==> config.mk <==
export PLATFORM = sky130hd
export DESIGN_NAME = mips_run_ctrl
export DESIGN_NICKNAME = d
export VERILOG_FILES = /design/src/rtl/mips_sim_pkg.sv /design/src/rtl/sat_counter.sv /design/src/rtl/mips_run_ctrl.sv
export SDC_FILE = /design/constraint.sdc
export NUM_CORES = 1
export LEC_CHECK = 0
export ABC_AREA = 1
export BUFFER_PORTS_ARGS = -buffer_cell sky130_fd_sc_hd__buf_2
export CAP_MARGIN = 20
export CORE_MARGIN = 4
export CORE_UTILIZATION = 51
export CTS_BUF_LIST = sky130_fd_sc_hd__clkbuf_16
export DETAILED_ROUTE_END_ITERATION = 10
export PLACE_DENSITY_LB_ADDON = 0.05
export RECOVER_POWER = 100
export SLEW_MARGIN = 20
export SYNTH_ARGS = -nofsm -noshare
export SYNTH_HDL_FRONTEND = slang
export SYNTH_HIERARCHICAL = 1
export SYNTH_SLANG_ARGS = --single-unit
export TNS_END_PERCENT = 10
==> constraint.sdc <==
create_clock -name clk -period 1.7 [get_ports clk]
set_input_delay 0.34 -clock clk [delete_from_list [all_inputs] [get_ports clk]]
set_output_delay 0.34 -clock clk [all_outputs]
set_load 0.02 [all_outputs]
==> src/rtl/mips_sim_pkg.sv <==
// Shared types and defaults for the MIPS simulation harness blocks.
// Holds the run-controller state encoding and its default halt/watchdog settings.
package mips_sim_pkg;

   typedef enum logic [2:0] {
      HOLD  = 3'd0,
      IDLE  = 3'd1,
      RUN   = 3'd2,
      PAUSE = 3'd3,
      STEP  = 3'd4,
      DONE  = 3'd5
   } run_state_t;

   localparam logic [31:0] DEF_HALT_ADDR  = 32'h0000_00FC;
   localparam int          DEF_MAX_CYCLES = 50;

   // States in which the core clock-enable is asserted
   function automatic logic is_enabled_state(input run_state_t s);
      return (s == RUN) || (s == STEP);
   endfunction

endpackage

==> src/rtl/sat_counter.sv <==
// Saturating up-counter with synchronous clear and asynchronous active-low reset.
// Holds at all ones once reached instead of wrapping.
module sat_counter #(
   parameter int WIDTH = 32
) (
   input  logic             clk,
   input  logic             rst,
   input  logic             clear,
   input  logic             enable,
   output logic [WIDTH-1:0] count
);

   logic [WIDTH-1:0] count_q;
   logic [WIDTH-1:0] count_d;

   // Next count: clear dominates, then saturating increment
   always_comb begin
      count_d = count_q;
      if (clear) begin
         count_d = '0;
      end else if (enable && (count_q != {WIDTH{1'b1}})) begin
         count_d = count_q + WIDTH'(1);
      end else begin
         count_d = count_q;
      end
   end

   // Count register
   always_ff @(posedge clk or negedge rst) begin
      if (!rst) begin
         count_q <= '0;
      end else begin
         count_q <= count_d;
      end
   end

   assign count = count_q;

endmodule

==> src/rtl/mips_run_ctrl.sv <==
// Run controller for the multicycle MIPS core: reset release, clock-enable,
// free-run / single-step sequencing, cycle and instruction counters, halt and watchdog.
module mips_run_ctrl
   import mips_sim_pkg::*;
#(
   parameter int              RST_CYCLES = 4,
   parameter int              CNT_W      = 32,
   parameter int              PC_W       = 32,
   parameter logic [PC_W-1:0] HALT_ADDR  = PC_W'(DEF_HALT_ADDR),
   parameter int              MAX_CYCLES = DEF_MAX_CYCLES
) (
   input  logic             clk,
   input  logic             rst,
   input  logic             start,
   input  logic             step_mode,
   input  logic             step_req,
   input  logic             instr_done,
   input  logic [PC_W-1:0]  pc,
   output logic             core_rst,
   output logic             core_en,
   output logic             step_ack,
   output logic             done,
   output logic             timeout,
   output logic [CNT_W-1:0] cycle_cnt,
   output logic [CNT_W-1:0] instr_cnt
);

   localparam int               HOLD_W    = $clog2(RST_CYCLES + 1);
   localparam logic [HOLD_W-1:0] HOLD_LAST = HOLD_W'(RST_CYCLES - 1);
   localparam logic             WD_ON     = (MAX_CYCLES != 0);
   localparam logic [CNT_W-1:0] WD_LAST   = CNT_W'(MAX_CYCLES - 1);

   run_state_t        state_q, state_d;
   logic [HOLD_W-1:0] hold_cnt_q, hold_cnt_d;
   logic              core_rst_q, core_rst_d;
   logic              core_en_q, core_en_d;
   logic              step_ack_q, step_ack_d;
   logic              done_q, done_d;
   logic              timeout_q, timeout_d;

   logic              halt_s;
   logic              wd_s;
   logic              cnt_clr_s;
   logic              ins_inc_s;
   logic [CNT_W-1:0]  cycle_cnt_s;
   logic [CNT_W-1:0]  instr_cnt_s;

   assign halt_s    = instr_done && (pc == HALT_ADDR);
   // The watchdog fires on the edge whose increment makes cycle_cnt equal MAX_CYCLES
   assign wd_s      = WD_ON && core_en_q && (cycle_cnt_s == WD_LAST);
   assign cnt_clr_s = (state_q == DONE) && start;
   assign ins_inc_s = instr_done && is_enabled_state(state_q);

   // State, hold counter and registered outputs
   always_ff @(posedge clk or negedge rst) begin
      if (!rst) begin
         state_q    <= HOLD;
         hold_cnt_q <= '0;
         core_rst_q <= 1'b0;
         core_en_q  <= 1'b0;
         step_ack_q <= 1'b0;
         done_q     <= 1'b0;
         timeout_q  <= 1'b0;
      end else begin
         state_q    <= state_d;
         hold_cnt_q <= hold_cnt_d;
         core_rst_q <= core_rst_d;
         core_en_q  <= core_en_d;
         step_ack_q <= step_ack_d;
         done_q     <= done_d;
         timeout_q  <= timeout_d;
      end
   end

   // Next-state logic
   always_comb begin
      state_d = state_q;
      case (state_q)
         HOLD: begin
            if (hold_cnt_q == HOLD_LAST) state_d = IDLE;
            else                         state_d = HOLD;
         end
         IDLE: begin
            if (start) state_d = step_mode ? PAUSE : RUN;
            else       state_d = IDLE;
         end
         RUN: begin
            if (halt_s || wd_s)              state_d = DONE;
            else if (instr_done && step_mode) state_d = PAUSE;
            else                             state_d = RUN;
         end
         PAUSE: begin
            if (!step_mode)    state_d = RUN;
            else if (step_req) state_d = STEP;
            else               state_d = PAUSE;
         end
         STEP: begin
            if (halt_s || wd_s)  state_d = DONE;
            else if (instr_done) state_d = PAUSE;
            else                 state_d = STEP;
         end
         DONE: begin
            if (start) state_d = HOLD;
            else       state_d = DONE;
         end
         default: state_d = HOLD;
      endcase
   end

   // Output decode into the next register values; halt beats a same-edge watchdog
   always_comb begin
      hold_cnt_d = '0;
      if (state_q == HOLD) hold_cnt_d = hold_cnt_q + HOLD_W'(1);
      else                 hold_cnt_d = '0;
      core_rst_d = (state_d != HOLD);
      core_en_d  = is_enabled_state(state_d);
      step_ack_d = (state_q == STEP) && instr_done;
      done_d     = (state_d == DONE);
      timeout_d  = (state_d == DONE) &&
                   (timeout_q || (is_enabled_state(state_q) && wd_s && !halt_s));
   end

   sat_counter #(.WIDTH(CNT_W)) u_cycle_cnt (
      .clk    (clk),
      .rst    (rst),
      .clear  (cnt_clr_s),
      .enable (core_en_q),
      .count  (cycle_cnt_s)
   );

   sat_counter #(.WIDTH(CNT_W)) u_instr_cnt (
      .clk    (clk),
      .rst    (rst),
      .clear  (cnt_clr_s),
      .enable (ins_inc_s),
      .count  (instr_cnt_s)
   );

   assign core_rst  = core_rst_q;
   assign core_en   = core_en_q;
   assign step_ack  = step_ack_q;
   assign done      = done_q;
   assign timeout   = timeout_q;
   assign cycle_cnt = cycle_cnt_s;
   assign instr_cnt = instr_cnt_s;

endmodule

==> results.rst <==
.. list-table::
   :header-rows: 1

   * - Metric
     - Value
   * - Clock power share
     - 25.5%
   * - Total grt overflow
     - 0
   * - Place WS
     - -0.156 ns
   * - Power dissipated by switching net loads
     - roughly 2800 uW
   * - Post-route fraction of the period consumed by the critical path
     - 97.0%
   * - Wire length of the first global-routing pass
     - 27.2 mm
   * - DRC
     - 0
   * - Via count normalized by instance count
     - 5.21
   * - Critical Path AT
     - 1.91 ns
   * - Seq. cell area
     - 1900 um^2
   * - Number of library cell types mapped by synthesis
     - 35
   * - Relative contribution of sequential cells to total power
     - 32.0%
   * - Count of fill cells added during filler insertion
     - 898
   * - Drt initial violations
     - 513
   * - Share of synthesized area occupied by flip-flops and latches
     - 34.9%
   * - CTS max path bufs
     - 2
   * - Layout cell share with drive strength beyond 1
     - 29.5%
   * - Area overhead of the layout relative to synthesis
     - 35.7%
   * - Routed Antenna Nets
     - 0
   * - Via count of the first global-routing pass
     - 5,813
   * - Initial Util
     - 52.3%
   * - Syn. warnings
     - 6
   * - Total via count in the routed design
     - roughly 6,200
   * - Synth Net Count
     - 874
   * - Class of the most critical hold timing path
     - in2reg
   * - Most common library cell in the layout ignoring fill and taps
     - sky130_fd_sc_hd__nand2_1
   * - Time the worst path needs with I/O delays and setup
     - 1.65 ns
   * - Most used cell along the critical path
     - sky130_fd_sc_hd__nand2_1
   * - Setup repair after global routing missed its margin
     - yes
   * - Site Rows
     - 37
   * - Transition time at the pin with the least slew margin
     - 0.749 ns
   * - Post-Syn Instances
     - 832
   * - Setup-violating endpoint count in the final report
     - 0
   * - Startpoint class of the critical path
     - flip-flop
   * - Core area
     - 10,300 um^2
   * - Largest voltage drop on the vdd net
     - 0.725 mV
   * - Maximum number of pins on one net before global-route repair
     - 39
   * - Kind of end point of the critical path
     - flip-flop
   * - Average size of a mapped cell
     - 6.45 um^2
   * - Sink count of the clock tree
     - 75
   * - Critical register-to-register path startpoint
     - u_instr_cnt/count[0]
   * - Number of hold violations in the final report
     - 0
   * - Number of enable-type register cells in the synthesized netlist
     - 0
   * - CTS tree
     - built
   * - Summed instance area of the synthesized netlist
     - approximately 5400 um^2
   * - Outcome
     - finished, final reports clean
   * - Floorplan die width
     - 111 um
   * - Logic depth of the worst register-to-register path
     - 10
   * - Area enclosed by the die boundary
     - 12,200 um^2
   * - Instance count along the most critical hold path
     - 3
   * - Hpwl dp
     - between 10 and 15 mm
   * - Diodes inserted
     - 0
   * - # port buffers
     - around 110
   * - Routed wirelength normalized by instance count
     - 14.0 um
   * - Minimum setup slack in the final design
     - slightly above 0.05 ns
   * - Worst Path Class, Setup
     - reg2reg
   * - Hold path startpoint
     - instr_done
   * - Number of instances in the placed design
     - 1,157
   * - Required time reported for the critical path endpoint
     - 1.96 ns
   * - Die Y
     - 111 um
   * - Leading cell types in the layout, fill and taps excluded
     - 299 x sky130_fd_sc_hd__nand2_1, 131 x sky130_fd_sc_hd__nor2_1, 97 x sky130_fd_sc_hd__buf_4, 96 x sky130_fd_sc_hd__buf_2, 80 x sky130_fd_sc_hd__inv_1
   * - Switching Fraction
     - 38.3%
   * - Ports
     - 107
   * - Combinational share of power
     - 42.5%
   * - Fin Hold WS
     - 0.300 ns
   * - Worst-case register-to-register setup slack
     - 0.05 ns
   * - Footprint of the multi-input gates
     - between 3000 and 4000 um^2
   * - Routability Congestion
     - roughly 0.93
   * - Clock insertion delay at the later pin of the skew report
     - 0.34 ns
   * - Synth Register Bits
     - 75
   * - Global routing usage summed across all routing layers
     - 26.6%
   * - Antenna violations before repair
     - 0
   * - Final net count
     - approximately 1,100
   * - Slew Limit Headroom
     - 50.1%
   * - Total length of routed wires
     - 16.6 mm
   * - Fmax
     - 607 MHz
   * - Number of buffers created by CTS
     - 9
   * - CP Cell Sequence
     - buf_4 -> inv_1 -> nor2_2 -> nand2_1 -> buf_4 -> o21ai_0 -> nand2_1 -> nor2_1 -> nand2_1 -> o21ai_1
   * - Final instance count without filler cells
     - between 1,000 and 1,500
   * - Final Slew Violations
     - 0
   * - Number of maximum-capacitance constraint violations
     - 0
   * - First drt pass iteration count
     - 5
   * - CTS clk-pin slew, worst paths
     - 0.06 ns
   * - Ys async rst share
     - 100%
   * - Power density of the placed cells
     - 1000 nW/um^2
   * - Slowest cell delay on critical path
     - ~0.39 ns
   * - Worst setup endpoint
     - u_instr_cnt/count[15]
   * - Dominant synthesized flop cell
     - sky130_fd_sc_hd__dfrtp_1
   * - Worst Path Max Fanout
     - 3
   * - Cell at the slowest stage of the critical path
     - sky130_fd_sc_hd__dfrtp_2
   * - Root buffer selected by CTS
     - sky130_fd_sc_hd__clkbuf_16
   * - Launching element of the worst setup path
     - u_instr_cnt/count[0]
   * - Worst reg2reg path endpoint
     - u_instr_cnt/count[15]
   * - Cell Int Power
     - roughly 4500 uW
   * - Max Clock Skew
     - 0.00704 ns
   * - Htree depth
     - 3
   * - Leakage dissipation
     - slightly below 0.004 uW
[area by class of cell]
cell class,count,area share [%]
Clock buffer,9,3.09
Clock inverter,6,0.704
Inverter,89,4.69
Multi-Input combinational cell,652,43.2
Sequential cell,75,26.0
Tap cell,136,2.33
Timing Repair Buffer,217,20.0
[critical path, delay by kind of cell, from the launching register on]
kind,cells,cell delay (ns)
AOI/OAI and AO/OA,2,0.27
buffers and inverters,3,0.36
DFF,1,0.39
and+or+nand+nor,5,0.55
[repair_timing]
item / CTS / global route
gates resized for setup: 5 / 38
setup endpoints to repair: 56 / 66
endpoints found under the hold margin: 10 / 0
pin swaps: 3 / 10
gates cloned: 0 / 2
hold buffers: 1 / 0
buffers inserted: 2 / 9
[synth_stat cells (2+ instances only)]
cell                       number  area share (%)
sky130_fd_sc_hd__nand4_1       18             2.1
sky130_fd_sc_hd__o21ai_2        2            0.33
sky130_fd_sc_hd__a21oi_1        9            0.84
sky130_fd_sc_hd__nor2_8         2            0.75
sky130_fd_sc_hd__nand2_4        7             1.5
sky130_fd_sc_hd__nor2_1       143              10
sky130_fd_sc_hd__nand3b_1       2            0.28
sky130_fd_sc_hd__nand3_1       74             6.9
sky130_fd_sc_hd__or2_2          2            0.23
sky130_fd_sc_hd__nand2_8        2            0.75
sky130_fd_sc_hd__ha_1           4            0.93
sky130_fd_sc_hd__xor2_1        10             1.6
sky130_fd_sc_hd__buf_2          2            0.19
sky130_fd_sc_hd__o21ai_0        8            0.75
sky130_fd_sc_hd__inv_2          9            0.63
sky130_fd_sc_hd__nand3_2        2            0.37
sky130_fd_sc_hd__xnor2_1        8             1.3
sky130_fd_sc_hd__dfrtp_1       75              35
sky130_fd_sc_hd__nor2_2        13             1.5
sky130_fd_sc_hd__o21ai_1       20             1.9
sky130_fd_sc_hd__nand2_1      302              21
sky130_fd_sc_hd__nor2_4         4            0.84
sky130_fd_sc_hd__buf_6          8             1.7
sky130_fd_sc_hd__a22oi_1        2            0.28
sky130_fd_sc_hd__nor3_1         2            0.19
sky130_fd_sc_hd__buf_1          2            0.14
sky130_fd_sc_hd__clkbuf_1       4            0.28
sky130_fd_sc_hd__inv_1         80             5.6
sky130_fd_sc_hd__nand2_2       10             1.2
[metal layers]
layer / wire length [um] / part of all wire (%) / track usage [%]
met1: 7260 / 44 / 35.9
met2: 7850 / 47 / 44.3
met3: 1270 / 7.7 / 4.93
met5: 0 / 0 / 0
met4: 204 / 1.2 / 6.32
[worst min path at each step]
stage / slack, ns / to
final: 0.30 / step_ack
after global routing: 0.32 / step_ack
after CTS: 0.30 / step_ack
after detailed placement: 0.20 / u_cycle_cnt/count[11]
after global placement: 0.20 / u_cycle_cnt/count[11]
after floorplan: 0.04 / core_en
[power by group through the flow]
stage | Clock (uW) | Combinational (uW) | Sequential, uW
after CTS | 1880 | 2870 | 2330
final | 1860 | 3100 | 2330
after floorplan | 0 | 1350 | 2670
after global routing | 1960 | 3380 | 2370
after detailed placement | 0 | 2840 | 2360
after global placement | 0 | 2760 | 2340
[stage by stage]
step                utilization [%]  area (um^2)  power (uW)  setup TNS, ns
floorplan                         -         5410        4020              0
global placement               66.0         6780        5100         -0.769
detailed placement             66.0         6780        5200          -2.68
CTS                            69.1         7100        7080              0
global route                   70.9         7290        7720         -0.145
finish                         70.9         7290        7290              0
[logic make-up after synthesis]
family	share of synthesized area, %
adders and majority gates	0.932
AOI/OAI and AO/OA	4.92
and+or+nand+nor	47.8
DFF	34.9
xor gates and xnor gates	2.94
buffers and inverters	8.50
[state kept, by name (all words and copies together) (netlist names)]
signal,flops
u_instr_cnt/count,32
step_ack,1
core_en,1
state_q,3
timeout,1
done,1
hold_cnt_q,3
core_rst,1
u_cycle_cnt/count,32
No activity file was read; power rests on OpenSTA's default activity.
